<file path="src/rtl/traffic_pkg.sv">
// Shared state encodings, lamp decode and default timing for the intersection
// controllers and their benches.
package traffic_pkg;

    localparam int CNT_W = 8;

    localparam int DEF_MIN_GREEN = 4;
    localparam int DEF_MAX_GREEN = 16;
    localparam int DEF_YELLOW_T  = 3;
    localparam int DEF_ALLRED_T  = 2;
    localparam int DEF_WALK_T    = 6;

    typedef enum logic [2:0] {
        ST_AG  = 3'd0,
        ST_AY  = 3'd1,
        ST_AR1 = 3'd2,
        ST_BG  = 3'd3,
        ST_BY  = 3'd4,
        ST_AR2 = 3'd5,
        ST_PW  = 3'd6,
        ST_BAD = 3'd7
    } state_t;

    typedef enum logic {
        DIR_A = 1'b0,
        DIR_B = 1'b1
    } dir_t;

    typedef struct packed {
        logic ra;
        logic ya;
        logic ga;
        logic rb;
        logic yb;
        logic gb;
    } lamps_t;

    // Anything other than a green or yellow phase shows red both ways,
    // so an illegal code can never light a conflicting lamp.
    function automatic lamps_t lamps_for(state_t s);
        lamps_t l;
        l = '0;
        case (s)
            ST_AG: begin
                l.ga = 1'b1;
                l.rb = 1'b1;
            end
            ST_AY: begin
                l.ya = 1'b1;
                l.rb = 1'b1;
            end
            ST_BG: begin
                l.ra = 1'b1;
                l.gb = 1'b1;
            end
            ST_BY: begin
                l.ra = 1'b1;
                l.yb = 1'b1;
            end
            default: begin
                l.ra = 1'b1;
                l.rb = 1'b1;
            end
        endcase
        return l;
    endfunction

endpackage

</file>
<file path="src/rtl/intersection_phase_scheduler_if.sv">
// Sensor/request inputs and lamp/status outputs of the intersection scheduler.
interface intersection_phase_scheduler_if;

    logic       Ta;
    logic       Tb;
    logic       ped_req;
    logic       Ra;
    logic       Ya;
    logic       Ga;
    logic       Rb;
    logic       Yb;
    logic       Gb;
    logic       walk;
    logic       ped_ack;
    logic [2:0] phase;

    modport master (
        output Ta, Tb, ped_req,
        input  Ra, Ya, Ga, Rb, Yb, Gb, walk, ped_ack, phase
    );

    modport slave (
        input  Ta, Tb, ped_req,
        output Ra, Ya, Ga, Rb, Yb, Gb, walk, ped_ack, phase
    );

endinterface

</file>
<file path="src/rtl/phase_timer.sv">
// Phase timer: clears on a state change, otherwise counts up and holds at 255.
module phase_timer
    import traffic_pkg::*;
(
    input  logic             clk,
    input  logic             reset,
    input  logic             clear,
    output logic [CNT_W-1:0] cnt
);

    always_ff @(posedge clk or posedge reset) begin
        if (reset) begin
            cnt <= '0;
        end else if (clear) begin
            cnt <= '0;
        end else if (cnt != {CNT_W{1'b1}}) begin
            cnt <= cnt + 1'b1;
        end
    end

endmodule

</file>
<file path="src/rtl/intersection_phase_scheduler.sv">
// Two-street traffic phase scheduler with optional pedestrian walk phase.
// Define INTERSECTION_PED_EN to build the pedestrian logic in.
//
// state | meaning
// AG    | street A green, B red
// AY    | street A yellow, B red
// AR1   | all red after A, B green due next
// BG    | street B green, A red
// BY    | street B yellow, A red
// AR2   | all red after B, A green due next
// PW    | pedestrian walk, all red
// BAD   | illegal code, recovers to AR1
module intersection_phase_scheduler
    import traffic_pkg::*;
#(
    parameter int MIN_GREEN = DEF_MIN_GREEN,
    parameter int MAX_GREEN = DEF_MAX_GREEN,
    parameter int YELLOW_T  = DEF_YELLOW_T,
    parameter int ALLRED_T  = DEF_ALLRED_T,
    parameter int WALK_T    = DEF_WALK_T
) (
    input  logic                         clk,
    input  logic                         reset,
    intersection_phase_scheduler_if.slave bus
);

    localparam logic [CNT_W-1:0] MIN_M1    = 8'(MIN_GREEN - 1);
    localparam logic [CNT_W-1:0] MAX_M1    = 8'(MAX_GREEN - 1);
    localparam logic [CNT_W-1:0] YELLOW_M1 = 8'(YELLOW_T - 1);
    localparam logic [CNT_W-1:0] ALLRED_M1 = 8'(ALLRED_T - 1);
    localparam logic [CNT_W-1:0] WALK_M1   = 8'(WALK_T - 1);

    state_t           state;
    state_t           nxt;
    logic [CNT_W-1:0] cnt;
    logic             cnt_clear;
    dir_t             next_dir;
    logic             ped_pend;
    logic             pw_entry;
    logic             a_wait;
    logic             b_wait;
    logic             a_go;
    logic             b_go;
    lamps_t           lamps_q;
    logic             walk_q;
    logic             ack_q;

    phase_timer u_timer (
        .clk   (clk),
        .reset (reset),
        .clear (cnt_clear),
        .cnt   (cnt)
    );

    assign cnt_clear = (nxt != state);
    assign pw_entry  = (nxt == ST_PW) && (state != ST_PW);

`ifdef INTERSECTION_PED_EN
    localparam bit PED_EN = 1'b1;

    // A request arriving on the cycle walk starts still counts, earning another walk.
    always_ff @(posedge clk or posedge reset) begin
        if (reset) begin
            ped_pend <= 1'b0;
        end else begin
            ped_pend <= bus.ped_req | (ped_pend & ~pw_entry);
        end
    end
`else
    localparam bit PED_EN = 1'b0;

    logic unused_ped_req;
    assign ped_pend       = 1'b0;
    assign unused_ped_req = bus.ped_req;
`endif

    assign a_wait = bus.Tb | ped_pend;
    assign b_wait = bus.Ta | ped_pend;
    assign a_go   = ((cnt >= MIN_M1) && !bus.Ta && a_wait) || ((cnt >= MAX_M1) && a_wait);
    assign b_go   = ((cnt >= MIN_M1) && !bus.Tb && b_wait) || ((cnt >= MAX_M1) && b_wait);

    always_comb begin
        nxt = state;
        case (state)
            ST_AG:  if (a_go) nxt = ST_AY;
            ST_AY:  if (cnt == YELLOW_M1) nxt = ST_AR1;
            ST_AR1: if (cnt == ALLRED_M1) nxt = ped_pend ? ST_PW : ST_BG;
            ST_BG:  if (b_go) nxt = ST_BY;
            ST_BY:  if (cnt == YELLOW_M1) nxt = ST_AR2;
            ST_AR2: if (cnt == ALLRED_M1) nxt = ped_pend ? ST_PW : ST_AG;
            ST_PW: begin
                if (!PED_EN) begin
                    nxt = ST_AR1;
                end else if (cnt == WALK_M1) begin
                    nxt = (next_dir == DIR_B) ? ST_BG : ST_AG;
                end
            end
            default: nxt = ST_AR1;
        endcase
    end

    // Outputs are registered from the next state so they line up with the state register.
    always_ff @(posedge clk or posedge reset) begin
        if (reset) begin
            state    <= ST_AG;
            next_dir <= DIR_B;
            lamps_q  <= lamps_for(ST_AG);
            walk_q   <= 1'b0;
            ack_q    <= 1'b0;
        end else begin
            state <= nxt;
            if (nxt != state) begin
                if (nxt == ST_AR1) begin
                    next_dir <= DIR_B;
                end else if (nxt == ST_AR2) begin
                    next_dir <= DIR_A;
                end
            end
            lamps_q <= lamps_for(nxt);
            walk_q  <= PED_EN && (nxt == ST_PW);
            ack_q   <= PED_EN && pw_entry;
        end
    end

    assign bus.Ra      = lamps_q.ra;
    assign bus.Ya      = lamps_q.ya;
    assign bus.Ga      = lamps_q.ga;
    assign bus.Rb      = lamps_q.rb;
    assign bus.Yb      = lamps_q.yb;
    assign bus.Gb      = lamps_q.gb;
    assign bus.walk    = walk_q;
    assign bus.ped_ack = ack_q;
    assign bus.phase   = state;

endmodule

</file>
<file path="src/flat_wrapper.sv">
// flat-port wrapper written by rule: the top's interface ports become plain ports
module intersection_phase_scheduler_flat import traffic_pkg::*;
#(
    parameter int MIN_GREEN = DEF_MIN_GREEN,
    parameter int MAX_GREEN = DEF_MAX_GREEN,
    parameter int YELLOW_T  = DEF_YELLOW_T,
    parameter int ALLRED_T  = DEF_ALLRED_T,
    parameter int WALK_T    = DEF_WALK_T
)
  (clk, reset, bus_Ta, bus_Tb, bus_ped_req, bus_Ra, bus_Ya, bus_Ga, bus_Rb, bus_Yb, bus_Gb, bus_walk, bus_ped_ack, bus_phase);
  intersection_phase_scheduler_if bus_i ();
  input  logic clk;
  input  logic reset;
  input wire logic [$bits(bus_i.Ta)-1:0] bus_Ta;
  input wire logic [$bits(bus_i.Tb)-1:0] bus_Tb;
  input wire logic [$bits(bus_i.ped_req)-1:0] bus_ped_req;
  output wire logic [$bits(bus_i.Ra)-1:0] bus_Ra;
  output wire logic [$bits(bus_i.Ya)-1:0] bus_Ya;
  output wire logic [$bits(bus_i.Ga)-1:0] bus_Ga;
  output wire logic [$bits(bus_i.Rb)-1:0] bus_Rb;
  output wire logic [$bits(bus_i.Yb)-1:0] bus_Yb;
  output wire logic [$bits(bus_i.Gb)-1:0] bus_Gb;
  output wire logic [$bits(bus_i.walk)-1:0] bus_walk;
  output wire logic [$bits(bus_i.ped_ack)-1:0] bus_ped_ack;
  output wire logic [$bits(bus_i.phase)-1:0] bus_phase;
  assign bus_i.Ta = bus_Ta;
  assign bus_i.Tb = bus_Tb;
  assign bus_i.ped_req = bus_ped_req;
  assign bus_Ra = bus_i.Ra;
  assign bus_Ya = bus_i.Ya;
  assign bus_Ga = bus_i.Ga;
  assign bus_Rb = bus_i.Rb;
  assign bus_Yb = bus_i.Yb;
  assign bus_Gb = bus_i.Gb;
  assign bus_walk = bus_i.walk;
  assign bus_ped_ack = bus_i.ped_ack;
  assign bus_phase = bus_i.phase;
  intersection_phase_scheduler #(.MIN_GREEN(MIN_GREEN), .MAX_GREEN(MAX_GREEN), .YELLOW_T(YELLOW_T), .ALLRED_T(ALLRED_T), .WALK_T(WALK_T)) u_core (.clk(clk), .reset(reset), .bus(bus_i));
endmodule
</file>
<file path="config.mk">
export PLATFORM = sky130hd
export DESIGN_NAME = intersection_phase_scheduler_flat
export DESIGN_NICKNAME = d
export VERILOG_FILES = /design/src/rtl/traffic_pkg.sv /design/src/rtl/intersection_phase_scheduler_if.sv /design/src/rtl/phase_timer.sv /design/src/rtl/intersection_phase_scheduler.sv /design/src/flat_wrapper.sv
export SDC_FILE = /design/constraint.sdc
export NUM_CORES = 1
export LEC_CHECK = 0
export CORE_MARGIN = 2
export CORE_UTILIZATION = 40
export CTS_CLUSTER_SIZE = 12
export DETAILED_ROUTE_END_ITERATION = 12
export GPL_ROUTABILITY_DRIVEN = 0
export PLACE_DENSITY_LB_ADDON = 0.05
export SKIP_CTS_REPAIR_TIMING = 1
export SYNTH_ARGS = -nofsm -noshare
export SYNTH_HDL_FRONTEND = slang
export SYNTH_SLANG_ARGS = --single-unit
</file>
<file path="constraint.sdc">
create_clock -name clk -period 2.2 [get_ports clk]
set_input_delay 0.55 -clock clk [delete_from_list [all_inputs] [get_ports clk]]
set_output_delay 0.55 -clock clk [all_outputs]
set_load 0.005 [all_outputs]
</file>
==> flow_summary.yaml <==
status:
  outcome: "complete, no violations"
setup_path:
  start_kind: "flip-flop"
  reg2reg_from: "u_core.u_timer.cnt[4]"
  critPathMaxFanout: 5
  cp-startpoint: "u_core.u_timer.cnt[4]"
  critPathArrivalTime_ns: 2.26
  crit_required_ns: 2.40
  r2r_end: "u_core.u_timer.cnt[3]"
  reg2reg_slack_ns: 0.15
  worstSetupPathType: "flip-flop to flip-flop"
  ff2ff_path_depth: 6
  end_kind: "flip-flop"
sta:
  hold_viol: 0
  setup_ws_ns: 0.147
  worst-slew-pin-transition_ns: 0.639
  finalSetupTns_ns: 0
  setup-violations-final: 0
  finClkSkew_ns: 0.00736
  post-route-period-util: 0.933
  finalCriticalPeriod_ns: 2.05
  fmax_ghz: 0.487
  drv_slew: 0
  whs_ns: 0.536
  grt_setup_unrepaired: "no"
  relSlewSlack: 0.574
yosys:
  ys_types: 44
  netlist_instances: 113
  synth_edf_count: 0
  yosysSeqAreaShare: 0.390
  async_flop_share: 1.00
  synth-seq-cells: 17
  yosys_warnings: 0
  synth_top_area_cell: "dfrtp_1"
  synth.area.top_cells: "dfrtp_1 (34%), a2111oi_4 (5.0%), dfstp_2 (4.8%)"
  synth_top_cell_area_share: 0.342
  postSynthAreaPerCell_sq_um: 9.72
  syn_area_sq_mm: 0.00110
  synth_ff_type: "dfrtp_1"
routing:
  wl_per_cell_microns: 13.5
  routed_wl_microns: 2270
  drtPass1Iterations: 4
  drc: 0
  via_per_inst: 5.49
  vias: 927
  final_antenna_net_count: 0
  drtIter0Drc: 18
power_and_ir_drop:
  leakage_nw: 0.607
  irDropWorstVdd_mv: 0.686
  power.total_mw: 1.80
  pwr_density_cell_mw_per_mm2: 1320
floorplanning:
  start_util: 0.409
  core_sq_mm: 0.00269
  num_io_pins: 16
  fp.dieH_microns: 56.4
  rows: 19
  die_w_microns: 56.4
  fp.dieArea_sq_mm: 0.00318
grt:
  grt-ovfl-total: 0
  grt_max_degree: 18
  grt_pass1_vias: 893
  antenna_found_initial: 0
  grt_pass1_wl_microns: 3930
  grt_use_total: 0.160
placed_design:
  dpl.hpwl_microns: 1720
  placed_area_sq_mm: 0.00133
  pre_cts_ws_ns: -0.106
  io_buffers: 12
clock_network:
  clkTransAtPathRegs_ns: 0.11
  cts_tree: "yes"
  cts_sinks: 17
  worstSkewPairLatency_ns: 0.30
  cts_buffers: 3
  htree_num_levels: 1
  root_buffer: "clkbuf_4"
  clk_path_buf_depth: 2
hold_path:
  whs_path_depth: 1
  holdCritPathClass: "flip-flop to flip-flop"
  hold-path-endpoint: "u_core.bus.Ga"
  hold_path.startpoint: "u_core.bus.phase[1]"
flow_run:
  maxCapViolations: 0
final_layout:
  final_area_sq_mm: 0.00136
  nets: 147
  layout-drive-gt1-share: 0.225
  final_common_cell: "dfrtp_1"
  mostFrequentLayoutCells: "dfrtp_1 (15), buf_4 (13), clkdlybuf4s50_1 (12)"
  num_antenna_cells: 0
  synthToLayoutAreaGrowth_pct: 24.0
-- cells in the mapped netlist (all sizes together), types with 3 or more instances --
cell type  count
dfrtp         15
inv            8
nor3           8
nand2          7
nand3          7
nor2           7
o21ai          7
a21oi          6
buf            5
a2111oi        3
a31oi          3
and3           3
ha             3
-- cell type report --
class	count	area (sq um)
clock buffer	4	26.3
fill	260	1320
inverter	8	30.0
multi-input combinational	83	602
sequential	17	428
tap	31	38.8
timing repair buffer	26	238
-- how the worst max path moves through the flow --
stage,to,cells past startpoint,slack [ns]
2_1_floorplan,u_core.u_timer.cnt[3],5,0.30
3_3_place_gp,u_core.bus.Rb,7,-0.05
3_5_place_dp,u_core.bus.Rb,7,-0.11
4_1_cts,u_core.u_timer.cnt[3],6,0.09
5_1_grt,u_core.u_timer.cnt[2],6,0.02
6_report,u_core.u_timer.cnt[3],6,0.15
-- routing by layer --
metal  share of wire  vias to the layer above  track usage  routed length, microns
met3           0.023                        7       0.0207                      52
met5               0                        -            0                       0
li1                -                      460            -                       -
met1            0.49                      444        0.208                    1110
met4           0.028                        0       0.0952                      64
met2            0.46                       16        0.254                    1050
-- flip-flops by register name, indices dropped and copies added, names as in the netlist --
| signal | cells |
|---|---|
| u_core.bus.Rb | 1 |
| u_core.bus.Yb | 1 |
| u_core.bus.Ya | 1 |
| u_core.bus.Gb | 1 |
| u_core.bus.Ga | 1 |
| u_core.bus.phase | 3 |
| u_core.bus.Ra | 1 |
| u_core.u_timer.cnt | 8 |
-- where the power goes --
group / total (mW) / switching (mW) / internal, mW
clock: 0.180 / 0.109 / 0.0707
combinational: 1.07 / 0.511 / 0.563
sequential: 0.551 / 0.113 / 0.438
total: 1.80 / 0.732 / 1.07
-- per-stage QoR --
stage	instances	utilization
after floorplan	114	-
after global placement	164	0.495
after detailed placement	164	0.495
after CTS	168	0.504
after global routing	169	0.507
final	169	0.507
-- logic make-up (layout without fill, tap and decap cells) --
| kind of cell | Yosys count | after routing | share of synthesized area |
|---|---|---|---|
| simple gates | 41 | 41 | 0.199 |
| fa+ha+maj | 3 | 3 | 0.0342 |
| compound gates | 34 | 34 | 0.282 |
| flops | 17 | 17 | 0.390 |
| other cells | 1 | 2 | 0.00341 |
| buf+inv | 14 | 38 | 0.0661 |
| xor+xnor | 2 | 2 | 0.0159 |
| mux | 1 | 1 | 0.00911 |
-- critical path, cell delays in order, from the launching register on --
cell,delay [ns]
dfrtp_1,0.42
or4_4,0.56
or3_4,0.40
a21oi_4,0.17
a221oi_4,0.05
buf_4,0.17
a2111oi_4,0.17
No activity file was read; power rests on OpenSTA's default activity.
